<file path="src/rtl/alu_pkg.sv">
// Shared ALU definitions: datapath width, shift-amount width, shift op encoding.
// Latency: n/a (types and constants only).
// Backpressure: n/a.
package alu_pkg;

    localparam int XLEN    = 32;
    localparam int SHAMT_W = 5;

    // 2'b11 is reserved; the shifter decodes it as SH_SLL.
    typedef enum logic [1:0] {
        SH_SLL = 2'b00,
        SH_SRL = 2'b01,
        SH_SRA = 2'b10
    } shift_op_t;

endpackage

</file>
<file path="src/rtl/shift_right_core.sv">
// Combinational XLEN-bit logarithmic right shifter; vacated MSBs take fill_i.
// Latency: 0 cycles (pure combinational).
// Backpressure: none, no handshake.
module shift_right_core #(
    parameter int XLEN    = 32,
    parameter int SHAMT_W = 5
) (
    input  logic [XLEN-1:0]    data_i,
    input  logic [SHAMT_W-1:0] shamt_i,
    input  logic               fill_i,
    output logic [XLEN-1:0]    data_o
);

    // stage_dat[s] is the operand after the first s power-of-two steps.
    logic [XLEN-1:0] stage_dat [SHAMT_W+1];

    assign stage_dat[0] = data_i;

    // Each stage either passes through or shifts right by 2**s, filling from the top.
    for (genvar s = 0; s < SHAMT_W; s++) begin : g_stage
        localparam int STEP = 1 << s;
        assign stage_dat[s+1] = shamt_i[s]
                              ? {{STEP{fill_i}}, stage_dat[s][XLEN-1:STEP]}
                              : stage_dat[s];
    end

    assign data_o = stage_dat[SHAMT_W];

endmodule

</file>
<file path="src/rtl/shifter.sv">
// Registered RV32I barrel shifter (SLL/SRL/SRA) sharing one right-shift core.
// Latency: 1 cycle from in_valid to out_valid/aluout.
// Backpressure: none; accepts an operation every cycle, aluout holds when idle.
module shifter #(
    parameter int XLEN    = alu_pkg::XLEN,
    parameter int SHAMT_W = alu_pkg::SHAMT_W
) (
    input  logic            clk,
    input  logic            rst_n,
    input  logic            in_valid,
    input  logic [1:0]      shift_op,
    input  logic [XLEN-1:0] alumux1_out,
    input  logic [XLEN-1:0] alumux2_out,
    output logic [XLEN-1:0] aluout,
    output logic            out_valid
);

    import alu_pkg::*;

    logic               is_left;
    logic               fill;
    logic [SHAMT_W-1:0] shamt;
    logic [XLEN-1:0]    opnd_rev;
    logic [XLEN-1:0]    core_in;
    logic [XLEN-1:0]    core_out;
    logic [XLEN-1:0]    core_out_rev;
    logic [XLEN-1:0]    result;

    logic [XLEN-1:0]    aluout_d, aluout_q;
    logic               out_valid_d, out_valid_q;

    // Amount bits above the shamt field are architecturally ignored.
    logic               unused_shamt_hi;
    assign unused_shamt_hi = ^alumux2_out[XLEN-1:SHAMT_W];

    assign shamt = alumux2_out[SHAMT_W-1:0];

    // Op decode: left shift for SLL and the reserved code, sign fill only for SRA.
    always_comb begin
        is_left = 1'b1;
        fill    = 1'b0;
        case (shift_op)
            SH_SRL: begin
                is_left = 1'b0;
            end
            SH_SRA: begin
                is_left = 1'b0;
                fill    = alumux1_out[XLEN-1];
            end
            default: begin
                is_left = 1'b1;
            end
        endcase
    end

    // Left shift = reverse, right shift with zero fill, reverse back.
    for (genvar i = 0; i < XLEN; i++) begin : g_rev
        assign opnd_rev[i]     = alumux1_out[XLEN-1-i];
        assign core_out_rev[i] = core_out[XLEN-1-i];
    end

    assign core_in = is_left ? opnd_rev : alumux1_out;

    shift_right_core #(
        .XLEN    (XLEN),
        .SHAMT_W (SHAMT_W)
    ) u_core (
        .data_i  (core_in),
        .shamt_i (shamt),
        .fill_i  (fill),
        .data_o  (core_out)
    );

    assign result = is_left ? core_out_rev : core_out;

    // Next-state: load a new result only when issued; valid depends on in_valid alone
    // so unknown operand bits during idle cycles never reach out_valid.
    always_comb begin
        aluout_d    = aluout_q;
        out_valid_d = in_valid;
        if (in_valid) begin
            aluout_d = result;
        end
    end

    // Output registers; reset clears any in-flight result immediately.
    always_ff @(posedge clk or negedge rst_n) begin
        if (!rst_n) begin
            aluout_q    <= '0;
            out_valid_q <= 1'b0;
        end else begin
            aluout_q    <= aluout_d;
            out_valid_q <= out_valid_d;
        end
    end

    assign aluout    = aluout_q;
    assign out_valid = out_valid_q;

endmodule

</file>
<file path="config.mk">
export PLATFORM = sky130hd
export DESIGN_NAME = shifter
export DESIGN_NICKNAME = d
export VERILOG_FILES = /design/src/rtl/alu_pkg.sv /design/src/rtl/shift_right_core.sv /design/src/rtl/shifter.sv
export SDC_FILE = /design/constraint.sdc
export NUM_CORES = 1
export LEC_CHECK = 0
export ABC_AREA = 0
export CAP_MARGIN = 5
export CORE_UTILIZATION = 30
export DETAILED_ROUTE_END_ITERATION = 6
export GPL_ROUTABILITY_DRIVEN = 0
export PLACE_DENSITY_LB_ADDON = 0.2
export SYNTH_ARGS = -nofsm -noshare
export SYNTH_HDL_FRONTEND = slang
export SYNTH_SLANG_ARGS = --single-unit
</file>
<file path="constraint.sdc">
create_clock -name clk -period 2.4 [get_ports clk]
set_clock_uncertainty 0.15 [all_clocks]
set_input_delay 0.6 -clock clk [delete_from_list [all_inputs] [get_ports clk]]
set_output_delay 0.6 -clock clk [all_outputs]
set_load 0.05 [all_outputs]
</file>
==> reports/results.ini, run 1 <==
[power]
leakage_nw=3.19
seq_power_share_pct=18.7
p_sw_mw=1.53
power_frac_clock_pct=19.7
irDropWorstVdd_mv=0.453
swShare_pct=40.3
power_density_nw_per_um2=489
power_frac_comb_pct=61.6
p_int_mw=2.26

[global_routing]
grt_overflow_total=0
grtUsageTotal_pct=23.3
antenna_found_initial=0
grt_max_degree=34
grt_pass1_wl_microns=29600
grt_pass1_vias=5190

[timing]
drv_slew=0
setup_viol=32
max_slew_margin_pct=65.4
hold_viol=0
worst_slack_ps=-234
rsz0062_at_grt=yes
period_minus_slack_ps=2630
finalCritPeriodShare_pct=110
worst_slew_pin_slew_ps=517
clock.fmax_mhz=380

[place]
pre_cts_ws_ps=-1150
portBuffers=74
hpwl_microns=14300

[synth]
synth_edf_count=0
yosys_warnings=0
synth_cells=485
seq_area_frac_synth_pct=17.3
synth_seq_cells=33
yosys_most_used_dff=dfrtp_1
syn-num-nets=555
syn_area_sq_um=4780
ys_types=72
syn_avg_cell_area_sq_um=9.86
ys_async_sr_fraction_pct=100

[worst_setup_path]
max_stage_delay_ps=520
arrival_ps=2640
cp_slowest_cell=mux4_2
crit_path_end=aluout[2]
r2r-start=aluout[13]
endpoint_kind=register
reg2reg_depth=2
reg2reg_slack_ps=1350
critPathBufInv=3
crit_cells=10
cp_data_required_time_ps=2400
cp-startpoint=shift_op[0]
crit_top_cell=a211oi_2
crit_chain=buf_8 -> inv_8 -> ha_4 -> buf_12 -> mux4_2 -> a211oi_2 -> a21oi_2 -> a211oi_2 -> a221o_1 -> a31oi_1
worstSetupPathType=in2reg
cp_max_fo=5
r2r-end=aluout[13]
cp-start-kind=primary input
path_delay_family=compound AO/OA/AOI/OAI gates

[clock_network]
h-tree-depth=2
cts_hold_repair.buffers=0
cts_tree=built
clk_pin_slew_worst_paths_ps=50
clockBufferDepth=2
clk_latency_ps=280
cts_buffers=5
cts-root-buf=clkbuf_16
clock-sinks=33

[layout]
syn_to_final_growth_pct=62.4
diodes=0
final_util_pct=50.5
final_layout_size_suffix_gt1_share_pct=51.5
nFillCells=1429
final_nets=762

[die]
row_count=45
core_area_sq_um=15400
io_pins=102
die_w_microns=128
dieArea_sq_um=16400
initial_core_util_pct=31.1
die_h_microns=128

[routing]
drt-total-wl_microns=18600
detail-route-antenna-nets=0
dr.pass1.iters=4
wl_per_cell_microns=20.6
drc=0
drtIter0Drc=248
vias_per_cell=5.65
num_vias=5111

[worst_hold_path]
hold_path_class=reg2reg

[outcome]
status=finished, violations left
failed_checks=negative setup slack

[run]
maxCapViolations=0

==> how the worst min path moves through the flow <==
stage / cells past startpoint / start / to
2_1_floorplan: 0 / rst_n / aluout[0]
3_3_place_gp: 1 / aluout[29] / aluout[29]
3_5_place_dp: 2 / aluout[25] / aluout[25]
4_1_cts: 1 / aluout[29] / aluout[29]
5_1_grt: 1 / aluout[29] / aluout[29]
6_report: 2 / aluout[23] / aluout[23]
==> synthesized netlist by cell type, types with 4 or more instances <==
master    number  share of area (%)
mux4_1        13                7.1
o22ai_1        7               0.92
nor3_1        12                1.3
nor2_1        44                3.5
mux2_2        22                5.2
o32ai_1        6                1.1
o31ai_1        4               0.63
o211ai_1       8                1.3
and3_1         4               0.52
mux2i_1       40                8.4
nor2b_1       10                1.3
o21ai_0        9               0.94
o221ai_1      15                2.7
clkbuf_8       9                2.6
buf_6          6                1.4
a221oi_1       6                1.1
inv_1         10               0.79
nand2_1       42                3.3
a22o_1         4               0.73
a22oi_1        4               0.63
buf_2         11                1.2
nand2b_1       9                1.2
dfrtp_1       33                 17
a211oi_1       5               0.79
a31oi_1        4               0.52
mux2_1         4               0.94
and2_1         6               0.79
clkbuf_1      16                1.3
a221o_1        8                1.7
nand3_1       11                1.2
o221a_2        4               0.94
a21oi_1       16                1.7
mux4_2        31                 15
==> power groups by stage <==
stage,Combinational (mW),Clock (mW),Sequential [mW]
after detailed placement,2.00,0,0.719
final,2.34,0.746,0.711
after CTS,2.23,0.763,0.711
after floorplan,0.883,0,1.05
after global routing,2.46,0.787,0.720
after global placement,1.98,0,0.716
==> sequential cells by signal, summed over array words and instances (netlist names) <==
| register | cells |
|---|---|
| aluout | 32 |
| out_valid | 1 |
==> area by class of cell <==
class / instances / area, sq um / share of cell area [%]
Clock inverter: 1 / 30.0 / 0.387
Inverter: 12 / 56.3 / 0.725
Multi-Input combinational cell: 394 / 4140 / 53.3
Tap cell: 211 / 264 / 3.40
Timing Repair Buffer: 246 / 2310 / 29.7
Sequential cell: 33 / 826 / 10.6
Clock buffer: 7 / 143 / 1.84
==> cell families after synthesis <==
| logic type | after synthesis | synth area share [%] |
|---|---|---|
| multiplexers | 112 | 37.0 |
| AO/OA/AOI/OAI | 124 | 20.7 |
| flip-flops | 33 | 17.3 |
| adder cells (fa/ha/maj) | 1 | 0.262 |
| buffers and inverters | 58 | 8.82 |
| AND/OR/NAND/NOR | 156 | 15.7 |
| XOR/XNOR | 1 | 0.183 |
==> stage by stage <==
stage / area [sq um] / std cells / hold WS (ps) / power, mW / TNS [ps]
after floorplan: 4920 / 485 / 154 / 1.93 / -3700
after global placement: 6710 / 868 / 350 / 2.70 / -29640
after detailed placement: 6710 / 868 / 353 / 2.72 / -30780
after CTS: 7570 / 898 / 369 / 3.70 / -4500
after global routing: 7760 / 904 / 376 / 3.96 / -6480
final: 7760 / 904 / 360 / 3.79 / -4810
==> cell usage in the layout, fill, tap and decap left out, types with 11 or more instances in the layout <==
cell             instances
nor2_1                  42
mux2_4                  15
nand2_1                 41
mux4_2                  39
mux2i_1                 29
buf_6                   13
clkdlybuf4s50_1         37
buf_4                  142
mux2_2                  11
buf_12                  12
dlygate4sd2_1           20
dfrtp_1                 33
==> repair_timing <==
item / 4_1_cts / 5_1_grt
cloned: 5 / 0
setup buffers: 17 / 7
setup endpoints to repair: 32 / 32
gates resized for setup: 144 / 49
pin swaps: 29 / 32
==> worst min-delay path, cell delays in order (launching register included) <==
cell	delay, ps
dfrtp_1	350
nor2_1	50
nor2_1	70
==> metal layers <==
layer  vias to the layer above  GRT usage [%]  wire, microns
met3                        50           2.21            935
met5                         -              0              0
met4                         0           11.7            935
met1                      2509           30.6           8060
li1                       2338              -              -
met2                       214           38.3           8710
Power figures use the tool's default switching activity.
==> inputs of run 2 (changes only) <==
--- a/config.mk
+++ b/config.mk
@@ -10,2 +10,3 @@
 export CORE_UTILIZATION = 30
+export CTS_CLUSTER_DIAMETER = 60
 export DETAILED_ROUTE_END_ITERATION = 6
==> constraint.sdc (replaced) <==
create_clock -name clk -period 2.4 [get_ports clk]
set_clock_uncertainty 0.15 [all_clocks]
set_input_delay 0.24 -clock clk [delete_from_list [all_inputs] [get_ports clk]]
set_output_delay 0.24 -clock clk [all_outputs]
set_load 0.05 [all_outputs]
==> run 2 against run 1 <==
- the run now ends clean
- maximum frequency rose by 11%
- flip-flop and latch count stayed put
- highest routed layer unchanged
- combinational power is 9.4% lower
- sequential power about the same
==> reports/results.ini, run 2 (synthesized netlist as in run 1, its figures left out) <==
[die]
die_h_microns=128  ; unchanged
io_pins=102  ; unchanged
initial_core_util_pct=31.1  ; unchanged
row_count=45  ; unchanged
dieArea_sq_um=16400  ; unchanged
die_w_microns=128  ; unchanged
core_area_sq_um=15400  ; unchanged

[timing]
period_minus_slack_ps=2370  ; -263 ps
setup_viol=0  ; -100%
drv_slew=0  ; unchanged
clock.fmax_mhz=422  ; +11%
max_slew_margin_pct=65.0  ; -0.47 points
rsz0062_at_grt=yes
worst_slew_pin_slew_ps=524  ; +7.05 ps
finalCritPeriodShare_pct=98.8  ; -11 points
finalSetupTns_ps=0  ; +4810 ps
hold_viol=0  ; unchanged
fin_hold_ws_ps=227  ; -134 ps

[clock_network]
h-tree-depth=2  ; unchanged
cts_hold_repair.buffers=0  ; unchanged
clock-sinks=33  ; unchanged
cts_tree=built
clk_pin_slew_worst_paths_ps=50  ; about the same
cts-root-buf=clkbuf_16
clockBufferDepth=2  ; unchanged
clk_latency_ps=270  ; about the same
cts_buffers=5  ; unchanged

[place]
hpwl_microns=14100  ; -1.1%
dp_cells=868  ; unchanged
portBuffers=74  ; unchanged

[layout]
largest_reg_flops=32  ; unchanged
final_cells=885  ; -2.1%
final_layout_size_suffix_gt1_share_pct=42.9  ; -8.6 points
final_common_cell=buf_4
final_nets=743  ; -2.5%
diodes=0  ; unchanged
syn_to_final_growth_pct=48.5
final_util_pct=46.2  ; -4.3 points
final_cell_mix=141 x buf_4, 43 x nor2_1, 41 x nand2_1, 39 x clkdlybuf4s50_1, 36 x mux4_2

[routing]
drc=0  ; unchanged
drt-met1-wl_microns=8160  ; +1.2%
dr_wl_met2_microns=8480  ; -2.6%
highest_layer=met4
num_vias=5047  ; -1.3%
wl_per_cell_microns=20.3  ; -1.6%
drtIter0Drc=360  ; +45%
drt-total-wl_microns=18000  ; -3.7%
detail-route-antenna-nets=0  ; unchanged
vias_per_cell=5.70  ; +0.87%
dr_wl_met3_microns=974  ; +4.2%
dr.pass1.iters=7  ; +3

[global_routing]
grt_max_degree=34  ; unchanged
grtUsageTotal_pct=22.1  ; -1.2 points
grt_pass1_vias=4977  ; -4.1%
grt_overflow_total=0  ; unchanged
antenna_found_initial=0  ; unchanged
grt_pass1_wl_microns=28300  ; -4.2%

[worst_hold_path]
hold_path_class=in2async

[worst_setup_path]
cp-start-kind=primary input
endpoint_kind=register
cp_data_required_time_ps=2400  ; about the same
arrival_ps=2370  ; -270 ps
cp_max_fo=3  ; -2
worstSetupPathType=in2reg

[power]
irDropWorstVdd_mv=0.266  ; -41%
p_sw_mw=1.44  ; -5.6%
seq_power_share_pct=20.7  ; +2.0 points
swShare_pct=42.0  ; +1.6 points
power_density_nw_per_um2=485  ; -0.82%
power_frac_comb_pct=61.7  ; about the same
p_int_mw=2.00  ; -12%
power_frac_clock_pct=17.6  ; -2.1 points
leakage_nw=3.00  ; -6.0%

[outcome]
status=finished, final reports clean

[run]
maxCapViolations=0  ; unchanged

[run 2: cell count changes in the layout (fill, tap and decap cells not counted), sizes merged]
| cell | before | now |
|---|---|---|
| buf | 176 | 156 |
| bufbuf | 3 | 1 |
| bufinv | 1 | 0 |
| clkbuf | 8 | 6 |
| clkdlybuf4s15 | 9 | 0 |
| clkdlybuf4s50 | 37 | 39 |
| clkinv | 2 | 4 |
| dlymetal6s2s | 0 | 11 |
[run 2: worst paths after layout]
path                            startpoint    endpoint  slack, ps  depth (start not counted)
max                        alumux1_out[15]  aluout[14]         30                          7
min                                  rst_n  aluout[10]        230                          2
max reg2reg                     aluout[13]  aluout[13]       1330                          2
min reg2reg                      aluout[8]   aluout[8]        350                          2
max in group asynchronous            rst_n  aluout[30]       1570                          2
min in group clk                 aluout[8]   aluout[8]        350                          2
[run 2: area by class of cell]
type,instances,area [sq um]
Fill cell,1455,8270
Tap cell,211,264
Timing Repair Buffer,227,1990
Sequential cell,33,826
Clock inverter,2,10.0
Inverter,12,51.3
Multi-Input combinational cell,394,3830
Clock buffer,6,129
[run 2: layer usage]
metal	up-vias	GRT usage (%)
met3	22	1.67
met1	2484	30.7
met4	0	5.67
li1	2307	-
met2	234	37.0
met5	-	0
[run 2: critical path: stages]
cell,delay (ps)
clkdlybuf4s50_1,490
mux4_2,480
mux2_4,300
mux2_2,300
a221o_1,370
nand2_1,100
o211ai_1,90
[run 2: power by group through the flow]
stage | sequential [mW] | clock [mW] | combinational, mW
floorplan | 1.05 | 0 | 0.829
global placement | 0.717 | 0 | 1.92
detailed placement | 0.723 | 0 | 1.93
CTS | 0.715 | 0.609 | 2.05
global route | 0.726 | 0.637 | 2.24
finish | 0.713 | 0.606 | 2.12
[run 2: repair_timing]
item | in CTS | in global routing
resized for setup | 74 | 50
endpoints found under the hold margin | 0 | 0
pin swaps | 23 | 16
endpoints found under the setup margin | 32 | 28
buffers inserted | 3 | 5
gates cloned | 1 | 0
[run 2: through the flow]
stage	power [mW]	cell area (sq um)	setup WS [ps]
floorplan	1.88	4800	29.2
global placement	2.63	6520	-784
detailed placement	2.66	6520	-800
CTS	3.37	6940	-6.02
global route	3.60	7100	-6.98
finish	3.44	7100	29.1
